===== src/rtl/instr_fetch_unit.sv =====
// Instruction fetch unit: issues one memory read per accepted request, captures
// the returned word, decodes its fields and faults if memory stays silent too long.
module instr_fetch_unit #(
  parameter int TIMEOUT = 16
) (
  input  logic        clk,
  input  logic        reset,
  input  logic        fetch_req,
  input  logic        flush,
  input  logic [31:0] pc_in,
  input  logic        mem_ready,
  input  logic [31:0] mem_data,
  output logic [31:0] mem_addr,
  output logic        mem_rd,
  output logic [31:0] instr,
  output logic [5:0]  op,
  output logic [5:0]  funct,
  output logic [4:0]  rs,
  output logic [4:0]  rt,
  output logic [4:0]  rd,
  output logic [4:0]  shamt,
  output logic [15:0] imm,
  output logic [25:0] target,
  output logic [31:0] pc_plus4,
  output logic        fetch_busy,
  output logic        fetch_done,
  output logic        fetch_err
);

  typedef enum logic [2:0] {S_IDLE, S_REQ, S_WAIT, S_DONE, S_ERR} state_t;

  localparam logic [7:0] CNT_LAST = 8'(TIMEOUT - 1);

  state_t     state, state_nxt;
  logic [7:0] cnt, cnt_nxt;
  logic       load_pc, load_instr;

  always_comb begin
    state_nxt  = state;
    cnt_nxt    = cnt;
    load_pc    = 1'b0;
    load_instr = 1'b0;
    if (flush) begin
      // flush beats any request or memory response arriving in the same cycle
      state_nxt = S_IDLE;
      cnt_nxt   = '0;
    end else begin
      case (state)
        S_IDLE: if (fetch_req) begin
          state_nxt = S_REQ;
          cnt_nxt   = '0;
          load_pc   = 1'b1;
        end
        S_REQ, S_WAIT: begin
          if (mem_ready) begin
            state_nxt  = S_DONE;
            load_instr = 1'b1;
          end else if (cnt == CNT_LAST) begin
            state_nxt = S_ERR;
          end else begin
            state_nxt = S_WAIT;
            cnt_nxt   = cnt + 8'd1;
          end
        end
        S_DONE:  state_nxt = S_IDLE;
        S_ERR:   state_nxt = S_ERR;
        default: state_nxt = S_IDLE;
      endcase
    end
  end

  always_ff @(posedge clk) begin
    if (!reset) begin
      state    <= S_IDLE;
      cnt      <= '0;
      mem_addr <= '0;
      pc_plus4 <= '0;
      instr    <= '0;
    end else begin
      state <= state_nxt;
      cnt   <= cnt_nxt;
      if (load_pc) begin
        mem_addr <= pc_in;
        pc_plus4 <= pc_in + 32'd4;
      end
      if (load_instr) instr <= mem_data;
    end
  end

  assign mem_rd     = (state == S_REQ) || (state == S_WAIT);
  assign fetch_busy = mem_rd;
  assign fetch_done = (state == S_DONE);
  assign fetch_err  = (state == S_ERR);

  assign op     = instr[31:26];
  assign rs     = instr[25:21];
  assign rt     = instr[20:16];
  assign rd     = instr[15:11];
  assign shamt  = instr[10:6];
  assign funct  = instr[5:0];
  assign imm    = instr[15:0];
  assign target = instr[25:0];

endmodule


===== config.mk =====
export PLATFORM = sky130hd
export DESIGN_NAME = instr_fetch_unit
export DESIGN_NICKNAME = d
export VERILOG_FILES = /design/src/rtl/instr_fetch_unit.sv
export SDC_FILE = /design/constraint.sdc
export NUM_CORES = 1
export LEC_CHECK = 0
export ABC_AREA = 1
export BUFFER_PORTS_ARGS = -buffer_cell sky130_fd_sc_hd__buf_2
export CELL_PAD_IN_SITES_DETAIL_PLACEMENT = 0
export CELL_PAD_IN_SITES_GLOBAL_PLACEMENT = 2
export CORE_MARGIN = 8
export CORE_UTILIZATION = 22
export CTS_CLUSTER_SIZE = 12
export DETAILED_ROUTE_END_ITERATION = 12
export GPL_TIMING_DRIVEN = 0
export PLACE_DENSITY_LB_ADDON = 0.15
export SETUP_SLACK_MARGIN = 0.02
export SKIP_LAST_GASP = 1
export SYNTH_ARGS = -nofsm -noshare
export SYNTH_HDL_FRONTEND = slang
export SYNTH_SLANG_ARGS = --single-unit

===== constraint.sdc =====
create_clock -name clk -period 1.3 [get_ports clk]
set_input_delay 0.26 -clock clk [delete_from_list [all_inputs] [get_ports clk]]
set_output_delay 0.26 -clock clk [all_outputs]
set_load 0.1 [all_outputs]

Word level (Yosys, flattened, before mapping). Index checks and enable logic that the tools add are counted.

Output and inout bits: 174. Bits in registers: 107. Word-level logic and storage cells: 36. Input bits: 69.

Equality and inequality tests: 8. Bitwise operators: 1. Multiplexer cells: 14. Reduce and logical (&&, ||, !) cells: 6. Add/sub/neg operators: 2.

Operators with widths (number): $add 32x3->32 const B (1); $mux 8 (3); $pmux 8 s2 (1); $mux 3 (3); $pmux 3 s3 (1); $add 8x1->8 const B (1); $eq 8x4->1 const B (1); $eq 3x2->1 const B (2); $mux 1 (6); $ne 2x2->1 const B (3); $reduce_and 4->1 (1); $reduce_or 2->1 (2); $eq 3x1->1 const B (1); $eq 3x3->1 const B (1); $logic_not 3->1 (1); $reduce_bool 2->1 (1); $logic_or 1x1->1 (1); $not 1->1 (1).

Longest topological paths before layout.
Word-level depth: 4. Gate-level depth with buffers: 10.

Worst setup path before layout. Ideal clock, no wire load.

Path type: register to output. From: reg state[1]. To: out fetch_done. Data arrival time: 1.741 ns. Data required time: 1.040 ns. Path slack: -0.701 ns. Stages on the path, launching flop included: 3. Path buffers: 0. Path through: dfxtp_1 nand2_2 nor2_1.

Word-level cells in the longest chain between the ends: 1.

Ends and longest elaborated chain: start, declared (line 34) `state_t state, state_nxt;`; start signal, assigned (line 80) `state <= state_nxt;`; $eq 3x2->1 (line 92) `assign fetch_done = (state == S_DONE);`; end, declared (line 26) `output logic fetch_done,`.

No other way between the ends.

Worst setup path in the final report.
From: reg state[1]. To: reg instr[8].

Word-level cells in the longest chain between the ends: 4. Elaborated cells on any way between the ends: 5. Those cells by class: eq/ne (2); mux (2); reduce/logical (1).

Ends and longest elaborated chain: $eq 3x1->1 or $eq 3x2->1 (tied branches) (line 48) `case (state)`; $reduce_or 2->1 (*) (line 48); $mux 1 (*) (line 48); $mux 1 (*) (line 43) `if (flush) begin`; end signal, assigned (line 86) `if (load_instr) instr <= mem_data;`; end, declared (line 15) `output logic [31:0] instr,`.

Mark *: on every way between the ends. The rest lies on a longest branch, timed or not. A chain may end at the register's enable or synchronous reset.

==> reports/results.txt <==
Critical Path AT -> 1.82 ns
Pre-Repair DR Iteration Count -> 4
Seq/Total Area, Yosys -> 0.386
Async SR Flop Fraction -> 0
Fin cells -> 1432
Crit path buf inv count -> 3
Filler instances -> 2397
Die area -> 0.0300 mm²
H-tree depth -> 3
Initial antenna violation count -> 3
Status -> complete, but fails checks
Failing checks -> setup timing
Core area -> 0.0243 mm²
DP Worst Slack -> -0.555 ns
Clock transition at path regs -> 0.08 ns
Cell variety after synth -> 29
RSZ-0062 raised after global routing -> true
Design Area, Final -> 0.0112 mm²
Cell Chain, Critical Path -> nand2_4 -> nand2_4 -> nor2_4 -> buf_12 -> buf_8 -> nand3b_4 -> clkbuf_16 -> o21ai_2 -> a21oi_1
R2r startpoint -> state[1]
Int Pwr -> 6.19 mW
Post-synth EDFFs -> 0
Top-area cell type share of the netlist area -> 0.386
Crit Reg-Reg Endpoint -> instr[8]
CP top delay family -> simple AND/OR/NAND/NOR gates
Hold path startpoint -> pc_in[0]
Placed Area -> 0.00726 mm²
Syn Inst Count -> 782
Clock Sinks -> 105
Slew @ Worst Pin -> 0.785 ns
Sw frac -> 0.404
Rows -> 57
Ys flop type -> dfxtp_1
Logic gate share of total power -> 0.384
NetSw -> 4.20 mW
Slew Viols, Final -> 0
Syn nets -> 853
Initial drt markers -> 215
Tmin final -> 1.58 ns
Clk root buf -> clkbuf_16
Startpoint Class -> flop
WHS Path Cells -> 3
Clock power frac -> 0.277
Post-synthesis sequential element count -> 105
CP startpoint -> state[1]
Routability cong. -> 0.767
First-pass GRT wire length -> 36500 µm
Die height -> 173 µm
Vias per inst -> 4.17
Vias in the first global route -> 6011
Setup Skew -> 0.00635 ns
Util after Layout -> 0.462
Synth warn -> 0
Pwr Density -> 926 mW/mm²
PortBufs -> 241
Post-DP HPWL -> 17300 µm
WHS Endpoint -> mem_addr[0]
CP most frequent cell -> nand2_4
Fmax -> 633 MHz
FF-to-FF path depth -> 9
GRT Overall Usage -> 0.156
Largest cells by area after synthesis -> dfxtp_1, buf_4, nor2_1
Initial core utilization -> 0.224
# IOs -> 243
Remaining antenna violation count -> 0
Share of cells above drive strength 1 -> 0.611
Worst-skew pair later-pin latency -> 0.35 ns
Worst hold path class -> in2reg
Layout Nets -> 1171
Leakage -> 4.90 nW
Max Cap Viol -> 0
Final setup violation count -> 115
Final period util -> 1.21
Worst Setup End Kind -> flop
Setup slack, reg-to-reg -> -0.28 ns
CP max stage cell -> dfxtp_4
Die width -> 173 µm
Critical path class -> reg2reg
DRC viols -> 0
Worst Slack Setup Final -> -0.279 ns
Max Root-Sink Buffers -> 2
CP Max Fanout -> 8
Cell Area, Synth -> 0.00544 mm²
Pin count of the biggest net entering global routing -> 19
CTS tree -> done
Max-slew headroom -> 0.477
Final Hold Viols -> 0
WL final -> 25000 µm
Maximum vdd drop -> 581 µV
Area grow syn2layout -> 106%
WL per Instance -> 17.4 µm
Placed Instances -> 1347
Fin Hold WS -> 0.142 ns
Syn avg cell area -> 6.96 µm²
Clock buffer count from CTS -> 9
Vias -> 5972
Synth area leader -> dfxtp_1
Seq pwr share -> 0.338
Slowest stage delay, CP -> 0.37 ns
Critical path data required time -> 1.54 ns
Total grt overflow -> 0
## cells in the final DEF (no fill, tap or decap), types with 11 or more instances in the layout
cell type and instances:
buf_6 152, nand2_1 115, nor2_1 97, buf_12 97, inv_1 86, buf_2 68, buf_4 65, o21ai_2 63
dfxtp_2 46, dfxtp_4 37, a21oi_1 35, nand3_1 30, nor2_4 27, nor2_2 25, dfxtp_1 22, clkbuf_16 16
a21oi_2 15, o21ai_1 13, nand3_2 12, nand2_2 11
## worst min-delay path, delay by kind of cell
kind                   cells  cell delay (ns)
AO/OA/AOI/OAI              1             0.05
AND/OR/NAND/NOR            1             0.06
buffers and inverters      1             0.08
## final cells by class
type	count	area [µm²]	area share
sequential	105	2300	0.205
timing repair buffer	329	3970	0.354
antenna	3	7.51	0.000669
clock inverter	7	78.8	0.00702
multi-input combinational	483	2970	0.264
tap	324	405	0.0361
timing repair inverter	2	21.3	0.00189
buffer	79	886	0.0789
clock buffer	9	225	0.0201
inverter	91	367	0.0327
## metal layers
metal	share of wire	up-vias	GRT usage	wire length [µm]
met1	0.41	2760	0.181	10300
met3	0.044	24	0.0366	1090
met5	0	-	0	0
met2	0.53	147	0.281	13200
li1	-	3041	-	-
met4	0.018	0	0.0449	446
## state kept, by name, indices dropped and copies added (netlist names)
signal and count:
instr 32, state 3, mem_addr 32, pc_plus4 30, cnt 8
## stage by stage
stage                     TNS (ns)  power (mW)
after floorplan             -20.14        5.86
after CTS                   -18.73        10.1
after detailed placement    -28.78        6.46
final                       -19.13        10.4
after global routing        -29.83        10.9
after global placement      -29.11        6.47
## power groups by stage
| stage | Combinational (mW) | Sequential [mW] | Clock, mW |
|---|---|---|---|
| after detailed placement | 2.93 | 3.54 | 0 |
| after CTS | 3.56 | 3.48 | 3.03 |
| final | 4.00 | 3.52 | 2.88 |
| after floorplan | 1.19 | 4.67 | 0 |
| after global placement | 2.93 | 3.53 | 0 |
| after global routing | 4.17 | 3.54 | 3.14 |
## how the worst max path moves through the flow
stage                         to  slack [ns]  depth (start not counted)
CTS                       mem_rd       -0.26                          4
global placement    mem_addr[16]       -0.56                          5
finish                  instr[8]       -0.28                          9
floorplan               instr[0]       -0.50                          7
global route           instr[14]       -0.38                          9
detailed placement  mem_addr[16]       -0.56                          5
## what timing repair did
| item | 4_1_cts | 5_1_grt |
|---|---|---|
| setup endpoints to repair | 276 | 210 |
| resized for setup | 582 | 309 |
| endpoints found under the hold margin | 0 | 0 |
| hold buffers | 0 | 0 |
| pin swaps | 17 | 52 |
| cloned | 7 | 9 |
| buffers inserted | 52 | 32 |
## logic make-up (layout without fill, tap and decap cells)
logic type,count (synthesis),count (layout),share of synthesized area
simple gates,329,331,0.260
buf+inv,196,517,0.199
compound gates,135,135,0.126
flops,105,105,0.386
xor+xnor,15,15,0.0241
fa+ha+maj,2,2,0.00460
other cells,0,3,0
## Yosys cell counts (all sizes together) (2+ instances only)
| cell type | number |
|---|---|
| nor2 | 149 |
| xnor2 | 10 |
| clkbuf | 12 |
| ha | 2 |
| o21ai | 83 |
| inv | 91 |
| dfxtp | 105 |
| buf | 93 |
| nand3b | 3 |
| a21oi | 50 |
| nand2 | 130 |
| xor2 | 5 |
| nand3 | 44 |
Power figures use the tool's default switching activity.
